[config.mk]
export PLATFORM = sky130hd
export DESIGN_NAME = layer2_conv_driver
export DESIGN_NICKNAME = d
export VERILOG_FILES = /design/src/rtl/layer2_drv_pkg.sv /design/src/rtl/layer2_word_packer.sv /design/src/rtl/layer2_conv_driver.sv
export SDC_FILE = /design/constraint.sdc
export NUM_CORES = 2
export LEC_CHECK = 0
export BUFFER_PORTS_ARGS = -buffer_cell sky130_fd_sc_hd__buf_2
export CORE_AREA = 2 2 717 719
export CTS_CLUSTER_SIZE = 24
export DETAILED_ROUTE_END_ITERATION = 8
export DIE_AREA = 0 0 719 721
export GPL_TIMING_DRIVEN = 0
export SYNTH_ARGS = -nofsm -noshare
export SYNTH_HDL_FRONTEND = slang
export SYNTH_SLANG_ARGS = --single-unit
[constraint.sdc]
create_clock -name clk_in -period 4.1 [get_ports clk_in]
set_input_delay 0.41 -clock clk_in [delete_from_list [all_inputs] [get_ports clk_in]]
set_output_delay 0.41 -clock clk_in [all_outputs]
set_load 0.05 [all_outputs]
[src/rtl/layer2_drv_pkg.sv]
// Shared state encoding and lane geometry for the layer-2 convolution driver.
// The optional overlap build is selected with LAYER2_DRV_OVERLAP_EN.
package layer2_drv_pkg;

   typedef enum logic [2:0] {
      S_IDLE,
      S_FILL,
      S_FIRE,
      S_WAIT,
      S_CAPT,
      S_DRAIN
   } state_t;

   localparam int unsigned LANES_IN   = 16;
   localparam int unsigned LANES_OUT  = 32;
   localparam int unsigned W_LANES    = 32;
   localparam int unsigned LANE_SHIFT = 4;
   localparam int unsigned LANE_W     = 1 << LANE_SHIFT;
   localparam int unsigned IN_BUS_W   = LANES_IN  << LANE_SHIFT;
   localparam int unsigned OUT_BUS_W  = LANES_OUT << LANE_SHIFT;
   localparam int unsigned W_BUS_W    = W_LANES   << LANE_SHIFT;

endpackage

[src/rtl/layer2_word_packer.sv]
// Word-serial to packed-bus shift-in: writes lane 0 first, flags full after the last lane.
// Clear rewinds the lane counter but keeps the stored words so the bus stays stable.
module layer2_word_packer
   import layer2_drv_pkg::*;
#(
   parameter int unsigned bits       = 16,
   parameter int unsigned bits_shift = LANE_SHIFT,
   parameter int unsigned lanes      = LANES_IN
) (
   input  logic                            clk_in,
   input  logic                            rst_n,
   input  logic                            i_wr,
   input  logic                            i_clr,
   input  logic [bits-1:0]                 i_data,
   output logic [(lanes<<bits_shift)-1:0]  o_vec,
   output logic                            o_full,
   output logic                            o_last
);

   localparam int unsigned CW = (lanes > 1) ? $clog2(lanes) : 1;

   logic [CW-1:0]                 r_cnt;
   logic                          r_full;
   logic [(lanes<<bits_shift)-1:0] r_vec;

   always_ff @(posedge clk_in) begin
      if (!rst_n) begin
         r_cnt  <= '0;
         r_full <= 1'b0;
         r_vec  <= '0;
      end else if (i_clr) begin
         r_cnt  <= '0;
         r_full <= 1'b0;
      end else if (i_wr && !r_full) begin
         r_vec[(int'(r_cnt) << bits_shift) +: bits] <= i_data;
         if (r_cnt == CW'(lanes - 1)) begin
            r_full <= 1'b1;
            r_cnt  <= '0;
         end else begin
            r_cnt <= r_cnt + 1'b1;
         end
      end
   end

   assign o_vec  = r_vec;
   assign o_full = r_full;
   assign o_last = i_wr && !r_full && !i_clr && (r_cnt == CW'(lanes - 1));

endmodule

[src/rtl/layer2_conv_driver.sv]
// Initiator for the layer-2 1x1 convolution array: weight bank, activation packing, start/capture/drain.
// Define LAYER2_DRV_OVERLAP_EN to add a shadow vector so the next pixel fills while the array runs.
module layer2_conv_driver
   import layer2_drv_pkg::*;
#(
   parameter int unsigned bits            = 16,
   parameter int unsigned bits_shift      = LANE_SHIFT,
   parameter int unsigned channel_in_num  = LANES_IN,
   parameter int unsigned channel_out_num = LANES_OUT,
   parameter int unsigned weight_num      = W_LANES,
   parameter int unsigned pixel_num       = 196
) (
   input  logic                                      clk_in,
   input  logic                                      rst_n,
   input  logic                                      frame_go,
   input  logic                                      w_valid,
   input  logic [bits-1:0]                           w_data,
   output logic                                      w_ready,
   input  logic                                      act_valid,
   input  logic [bits-1:0]                           act_data,
   output logic                                      act_ready,
   output logic [(channel_in_num<<bits_shift)-1:0]   conv_data_in,
   output logic [(weight_num<<bits_shift)-1:0]       conv_weights,
   output logic                                      conv_start,
   input  logic                                      conv_ready,
   input  logic [(channel_out_num<<bits_shift)-1:0]  conv_data_out,
   output logic                                      out_valid,
   output logic [(channel_out_num<<bits_shift)-1:0]  out_data,
   input  logic                                      out_ready,
   output logic                                      frame_done
);

   localparam int unsigned PW = (pixel_num > 1) ? $clog2(pixel_num) : 1;

`ifdef LAYER2_DRV_OVERLAP_EN
   localparam bit OVERLAP = 1'b1;
`else
   localparam bit OVERLAP = 1'b0;
`endif

   state_t                                   r_state;
   state_t                                   w_next;
   logic [PW-1:0]                            r_pix_cnt;
   logic [(channel_out_num<<bits_shift)-1:0] r_out_data;
   logic                                     r_frame_done;

   logic w_w_wr;
   logic w_wfull;
   logic w_wlast;
   logic w_act_wr;
   logic w_vec_room;
   logic w_fill_last;
   logic w_shadow_done;
   logic w_drain_hs;
   logic w_pix_last;

   assign w_w_wr     = w_valid && w_ready;
   assign w_act_wr   = act_valid && act_ready;
   assign w_drain_hs = (r_state == S_DRAIN) && out_ready;
   assign w_pix_last = (r_pix_cnt == PW'(pixel_num - 1));

   layer2_word_packer #(
      .bits       (bits),
      .bits_shift (bits_shift),
      .lanes      (weight_num)
   ) u_wbank (
      .clk_in (clk_in),
      .rst_n  (rst_n),
      .i_wr   (w_w_wr),
      .i_clr  (1'b0),
      .i_data (w_data),
      .o_vec  (conv_weights),
      .o_full (w_wfull),
      .o_last (w_wlast)
   );

`ifdef LAYER2_DRV_OVERLAP_EN
   // r_sel names the vector being fired; the other one is the shadow filled meanwhile.
   logic                                    r_sel;
   logic                                    w_tgt;
   logic                                    w_full_a, w_full_b, w_last_a, w_last_b;
   logic [(channel_in_num<<bits_shift)-1:0] w_vec_a, w_vec_b;

   assign w_tgt = (r_state == S_FILL) ? r_sel : !r_sel;

   layer2_word_packer #(
      .bits       (bits),
      .bits_shift (bits_shift),
      .lanes      (channel_in_num)
   ) u_vec_a (
      .clk_in (clk_in),
      .rst_n  (rst_n),
      .i_wr   (w_act_wr && !w_tgt),
      .i_clr  (w_drain_hs && !r_sel),
      .i_data (act_data),
      .o_vec  (w_vec_a),
      .o_full (w_full_a),
      .o_last (w_last_a)
   );

   layer2_word_packer #(
      .bits       (bits),
      .bits_shift (bits_shift),
      .lanes      (channel_in_num)
   ) u_vec_b (
      .clk_in (clk_in),
      .rst_n  (rst_n),
      .i_wr   (w_act_wr && w_tgt),
      .i_clr  (w_drain_hs && r_sel),
      .i_data (act_data),
      .o_vec  (w_vec_b),
      .o_full (w_full_b),
      .o_last (w_last_b)
   );

   always_ff @(posedge clk_in) begin
      if (!rst_n) begin
         r_sel <= 1'b0;
      end else if (w_drain_hs) begin
         r_sel <= !r_sel;
      end
   end

   assign conv_data_in  = r_sel ? w_vec_b : w_vec_a;
   assign w_vec_room    = w_tgt ? !w_full_b : !w_full_a;
   assign w_fill_last   = (r_state == S_FILL) && (r_sel ? w_last_b : w_last_a);
   assign w_shadow_done = r_sel ? (w_full_a || w_last_a) : (w_full_b || w_last_b);
`else
   logic w_vfull;
   logic w_vlast;

   layer2_word_packer #(
      .bits       (bits),
      .bits_shift (bits_shift),
      .lanes      (channel_in_num)
   ) u_vec (
      .clk_in (clk_in),
      .rst_n  (rst_n),
      .i_wr   (w_act_wr),
      .i_clr  (w_drain_hs),
      .i_data (act_data),
      .o_vec  (conv_data_in),
      .o_full (w_vfull),
      .o_last (w_vlast)
   );

   assign w_vec_room    = !w_vfull;
   assign w_fill_last   = (r_state == S_FILL) && w_vlast;
   assign w_shadow_done = 1'b0;
`endif

   always_ff @(posedge clk_in) begin
      if (!rst_n) begin
         r_state      <= S_IDLE;
         r_pix_cnt    <= '0;
         r_out_data   <= '0;
         r_frame_done <= 1'b0;
      end else begin
         r_state      <= w_next;
         r_frame_done <= w_drain_hs && w_pix_last;
         if ((r_state == S_IDLE) && (w_next == S_FILL)) begin
            r_pix_cnt <= '0;
         end else if (w_drain_hs && !w_pix_last) begin
            r_pix_cnt <= r_pix_cnt + 1'b1;
         end
         if (r_state == S_CAPT) begin
            r_out_data <= conv_data_out;
         end
      end
   end

   always_comb begin
      w_next     = r_state;
      w_ready    = 1'b0;
      act_ready  = 1'b0;
      conv_start = 1'b0;
      out_valid  = 1'b0;
      unique case (r_state)
         S_IDLE: begin
            // rst_n gating keeps w_ready low while reset is held
            w_ready = rst_n && !w_wfull;
            if (frame_go && w_wfull && !w_wlast) begin
               w_next = S_FILL;
            end
         end
         S_FILL: begin
            act_ready = w_vec_room;
            if (w_fill_last) begin
               w_next = S_FIRE;
            end
         end
         S_FIRE: begin
            conv_start = 1'b1;
            act_ready  = OVERLAP && w_vec_room;
            w_next     = S_WAIT;
         end
         S_WAIT: begin
            act_ready = OVERLAP && w_vec_room;
            if (conv_ready) begin
               w_next = S_CAPT;
            end
         end
         S_CAPT: begin
            act_ready = OVERLAP && w_vec_room;
            w_next    = S_DRAIN;
         end
         S_DRAIN: begin
            out_valid = 1'b1;
            act_ready = OVERLAP && w_vec_room;
            if (out_ready) begin
               if (w_pix_last) begin
                  w_next = S_IDLE;
               end else if (w_shadow_done) begin
                  w_next = S_FIRE;
               end else begin
                  w_next = S_FILL;
               end
            end
         end
         default: w_next = S_IDLE;
      endcase
   end

   assign out_data   = r_out_data;
   assign frame_done = r_frame_done;

endmodule
==> metrics.md <==
| Metric | Value |
|---|---|
| Root buffer cell | clkbuf_16 |
| Crit path time final | between 4 and 5 ns |
| Tightest Pin Transition | between 1 and 1.5 ns |
| Die ar. | between 500000 and 600000 um2 |
| First-pass GRT wire length | 607000 um |
| Horiz. Die Dim | around 720 um |
| Final HPWL DP | ~430000 um |
| Hold slack | between 0.1 and 0.15 ns |
| # port buffers | about 1800 |
| Arrival time at the worst endpoint | around 4.7 ns |
| Initial Util | slightly below 10% |
| Avg Cell Area, Syn | 8.32 um2 |
| Post-Syn Instances | around 5900 |
| Distinct cell type count of the synthesized netlist | 60 |
| Hold Crit Class | input port to flip-flop |
| Nets | 9026 |
| Ys async rst share | 0% |
| Commonest non-fill, non-tap cell in the layout | nand2_1 |
| Worst Setup Start Kind | flip-flop |
| Clock sinks | between 1000 and 1500 |
| Total grt overflow | 0 |
| Required time of the critical path | 4.82 ns |
| Adder-cell area share of the yosys netlist | less than 1% |
| Via count | 56200 |
| Ys Warns | 0 |
| Largest family of logic cells by synthesized area | simple AND/OR/NAND/NOR gates |
| DR WL/cell | 31.9 um |
| Final period util | 98.0% |
| Met2 usage | between 20% and 30% |
| PD cells | around 390 nW/um2 |
| Post-synthesis mux area share | under 10% |
| CP Class | flip-flop to flip-flop |
| DRC | 0 |
| Synth Cell Area | a little under 50000 um2 |
| Final Skew | between 0.03 and 0.04 ns |
| Routed WL | between 400000 and 500000 um |
| Peak supply drop | approximately 340 uV |
| Worst-path clk slew | around 0.06 ns |
| P&R area growth vs syn | 59.9% |
| Initial antenna violation count | ~150 |
| Final Hold Fails | 0 |
| Relative slew slack | around 6.6% |
| Syn nets | 6478 |
| Worst Path Max Fanout | 10 |
| Busiest grt layer | met2 |
| Largest net degree at the start of global routing | 20 |
| Std-Cell Rows | roughly 260 |
| Worst hold path depth | 3 |
| Clock latency on the worst-skew pair | slightly below 0.9 ns |
| CTS max path bufs | 4 |
| Commonest cells after routing, fill and taps aside | nand2_1, buf_2, dfxtp_1 |
| Vias/cell | around 3.6 |
| Pleak | 31.3 nW |
| Height of the chip | 721 um |
| Number of buffers created by CTS | between 150 and 200 |
| Final setup viols | 0 |
| GR Layer Usage met1 | approximately 19% |
| Core area | just over 500000 um2 |
| Drt first pass iters | 8 |
| Max-cap violations | 0 |
| Final ANT Viol Nets | 0 |
| Post-synth EDFFs | 0 |
| Post-synthesis sequential area ratio | around 53% |
| Worst slack, placed | -2.01 ns |
| H-tree levels | 4 |
| Ports | approximately 1800 |
| Post-synth top flop | dfxtp_1 |
| Outcome | finished, final reports clean |
| Gp weighted congestion | roughly 1.1 |
| XOR/XNOR share of the synthesized area | less than 1% |
| Total Power | slightly above 30 mW |
| Fmax | roughly 250 MHz |
| CTS tree | done |
| Compound-Gate Fraction of Synth Area | 14.4% |
| Gr usage total | between 10% and 20% |
| RSZ-0062 raised after global routing | true |
| Met3 GRT Util | 8.08% |
| Register bit total from synthesis | 1303 |
| Initial DRC count | between 4000 and 5000 |
| Vias in the first global route | roughly 53000 |
| Layout cells sized above 1 | between 20% and 30% |
| Fin. max-slew vios | 0 |
| CP endpoint kind | flip-flop |
| Setup ws final | just over 0.08 ns |
| Depth of the worst register-to-register path | 12 |
| Simple-gate share of the synthesized area | a little under a quarter |
[flip-flops by register name (all words and copies together), names as in the netlist]
| signal | count |
|---|---|
| r_pix_cnt | 8 |
| r_state | 3 |
| u_vec.o_full | 1 |
| u_vec.r_cnt | 4 |
| frame_done | 1 |
| u_wbank.o_full | 1 |
| u_vec.o_vec | 256 |
| out_data | 512 |
| u_wbank.r_cnt | 5 |
| u_wbank.o_vec | 512 |
[synthesized netlist by cell type (3+ instances only)]
| library cell | number | area share, % |
|---|---|---|
| buf_6 | 11 | 0.25 |
| or4_1 | 6 | 0.091 |
| clkbuf_1 | 463 | 3.5 |
| buf_4 | 9 | 0.14 |
| or3_1 | 9 | 0.11 |
| and3_1 | 9 | 0.11 |
| ha_1 | 8 | 0.20 |
| o31ai_2 | 3 | 0.076 |
| nor3_1 | 18 | 0.18 |
| buf_1 | 28 | 0.21 |
| nor2b_1 | 12 | 0.15 |
| nand2b_1 | 8 | 0.10 |
| nand3_1 | 596 | 6.1 |
| a21oi_1 | 10 | 0.10 |
| mux2i_1 | 199 | 4.0 |
| o21ai_0 | 383 | 3.9 |
| dfxtp_1 | 1303 | 53 |
| nor3b_1 | 4 | 0.061 |
| buf_2 | 46 | 0.47 |
| nand4_1 | 40 | 0.51 |
| o21ai_1 | 109 | 1.1 |
| xor2_1 | 10 | 0.18 |
| nand2_1 | 1870 | 14 |
| inv_1 | 12 | 0.091 |
| nand4b_1 | 5 | 0.089 |
| a21boi_0 | 544 | 8.3 |
| o31ai_1 | 48 | 0.73 |
| and2_0 | 3 | 0.038 |
| nor4_1 | 8 | 0.10 |
| and2_1 | 41 | 0.52 |
| xnor2_1 | 4 | 0.071 |
| nor2_1 | 56 | 0.43 |
| nand3b_1 | 3 | 0.046 |
| or2_2 | 5 | 0.064 |
[power by group]
part           internal [mW]  leakage, nW  switching (mW)
logic                  0.725         18.0            1.45
registers               12.7         10.5         0.00393
clock network           9.10         2.80            6.80
[timing repair]
item                       CTS  global route
hold buffers               528             0
setup endpoints to repair  193           132
buffers inserted             0             4
gates cloned                 0             0
resized for setup           19             7
pin swaps                    1             2
hold endpoints to repair   541             0
[final timing paths]
path	end	slack, ns	from
hold / removal	u_wbank.o_vec[424]$_SDFFE_PN0P_	0.11	w_data[8]
hold reg to reg	u_vec.o_full$_SDFFE_PP0P_	0.45	u_vec.o_full$_SDFFE_PP0P_
setup reg to reg	u_wbank.o_vec[479]$_SDFFE_PN0P_	0.08	u_wbank.r_cnt[1]$_SDFFE_PN0P_
setup / recovery	u_wbank.o_vec[479]$_SDFFE_PN0P_	0.08	u_wbank.r_cnt[1]$_SDFFE_PN0P_
[through the flow]
stage	utilization, %	std cells	instance area, um2	setup TNS [ns]
floorplan	-	5919	49200	0
global placement	13.1	14500	66800	-2579.87
detailed placement	13.2	14500	67400	-301.86
CTS	15.4	15300	78500	-0.0132
global route	15.4	15400	78600	-0.352
finish	15.4	15400	78700	0
[critical path, stage by stage, from the launching register on]
cell and delay (ns):
dfxtp_1 0.33, clkbuf_1 0.40, inv_1 0.10, ha_1 0.29, nand2_1 0.18, inv_1 0.06, ha_1 0.24, nand4b_1 0.24
clkbuf_1 0.36, nor3_1 0.46, nand2_1 0.61, buf_4 0.44, mux2i_1 0.14
[layout make-up]
| type | count | area, um2 |
|---|---|---|
| fillers | 58500 | 432000 |
| well taps | 6757 | 8450 |
| flip-flops and latches | 1303 | 26100 |
| clock buffers | 226 | 4800 |
| multi-input cells | 4046 | 20900 |
| diodes | 90 | 225 |
| inverters | 13 | 48.8 |
| clock inverters | 76 | 931 |
| plain buffers | 555 | 2360 |
| repair buffers | 2376 | 14900 |
[kinds of logic (layout without fill, tap and decap cells)]
logic type | after synthesis | after routing
AO/OA/AOI/OAI | 1110 | 1110
XOR/XNOR | 14 | 14
adder cells (fa/ha/maj) | 8 | 8
buffers and inverters | 570 | 3246
flip-flops | 1303 | 1303
multiplexers | 199 | 199
other | 0 | 90
AND/OR/NAND/NOR | 2715 | 2715
[per-layer routing]
layer  routed length [um]  vias to the layer above
met4                37400                       42
met3                55800                      757
li1                     -                    25000
met2               224000                     3058
met5                  351                        -
met1               176000                    27400
Note: power is estimated with default switching activity, not from simulation.
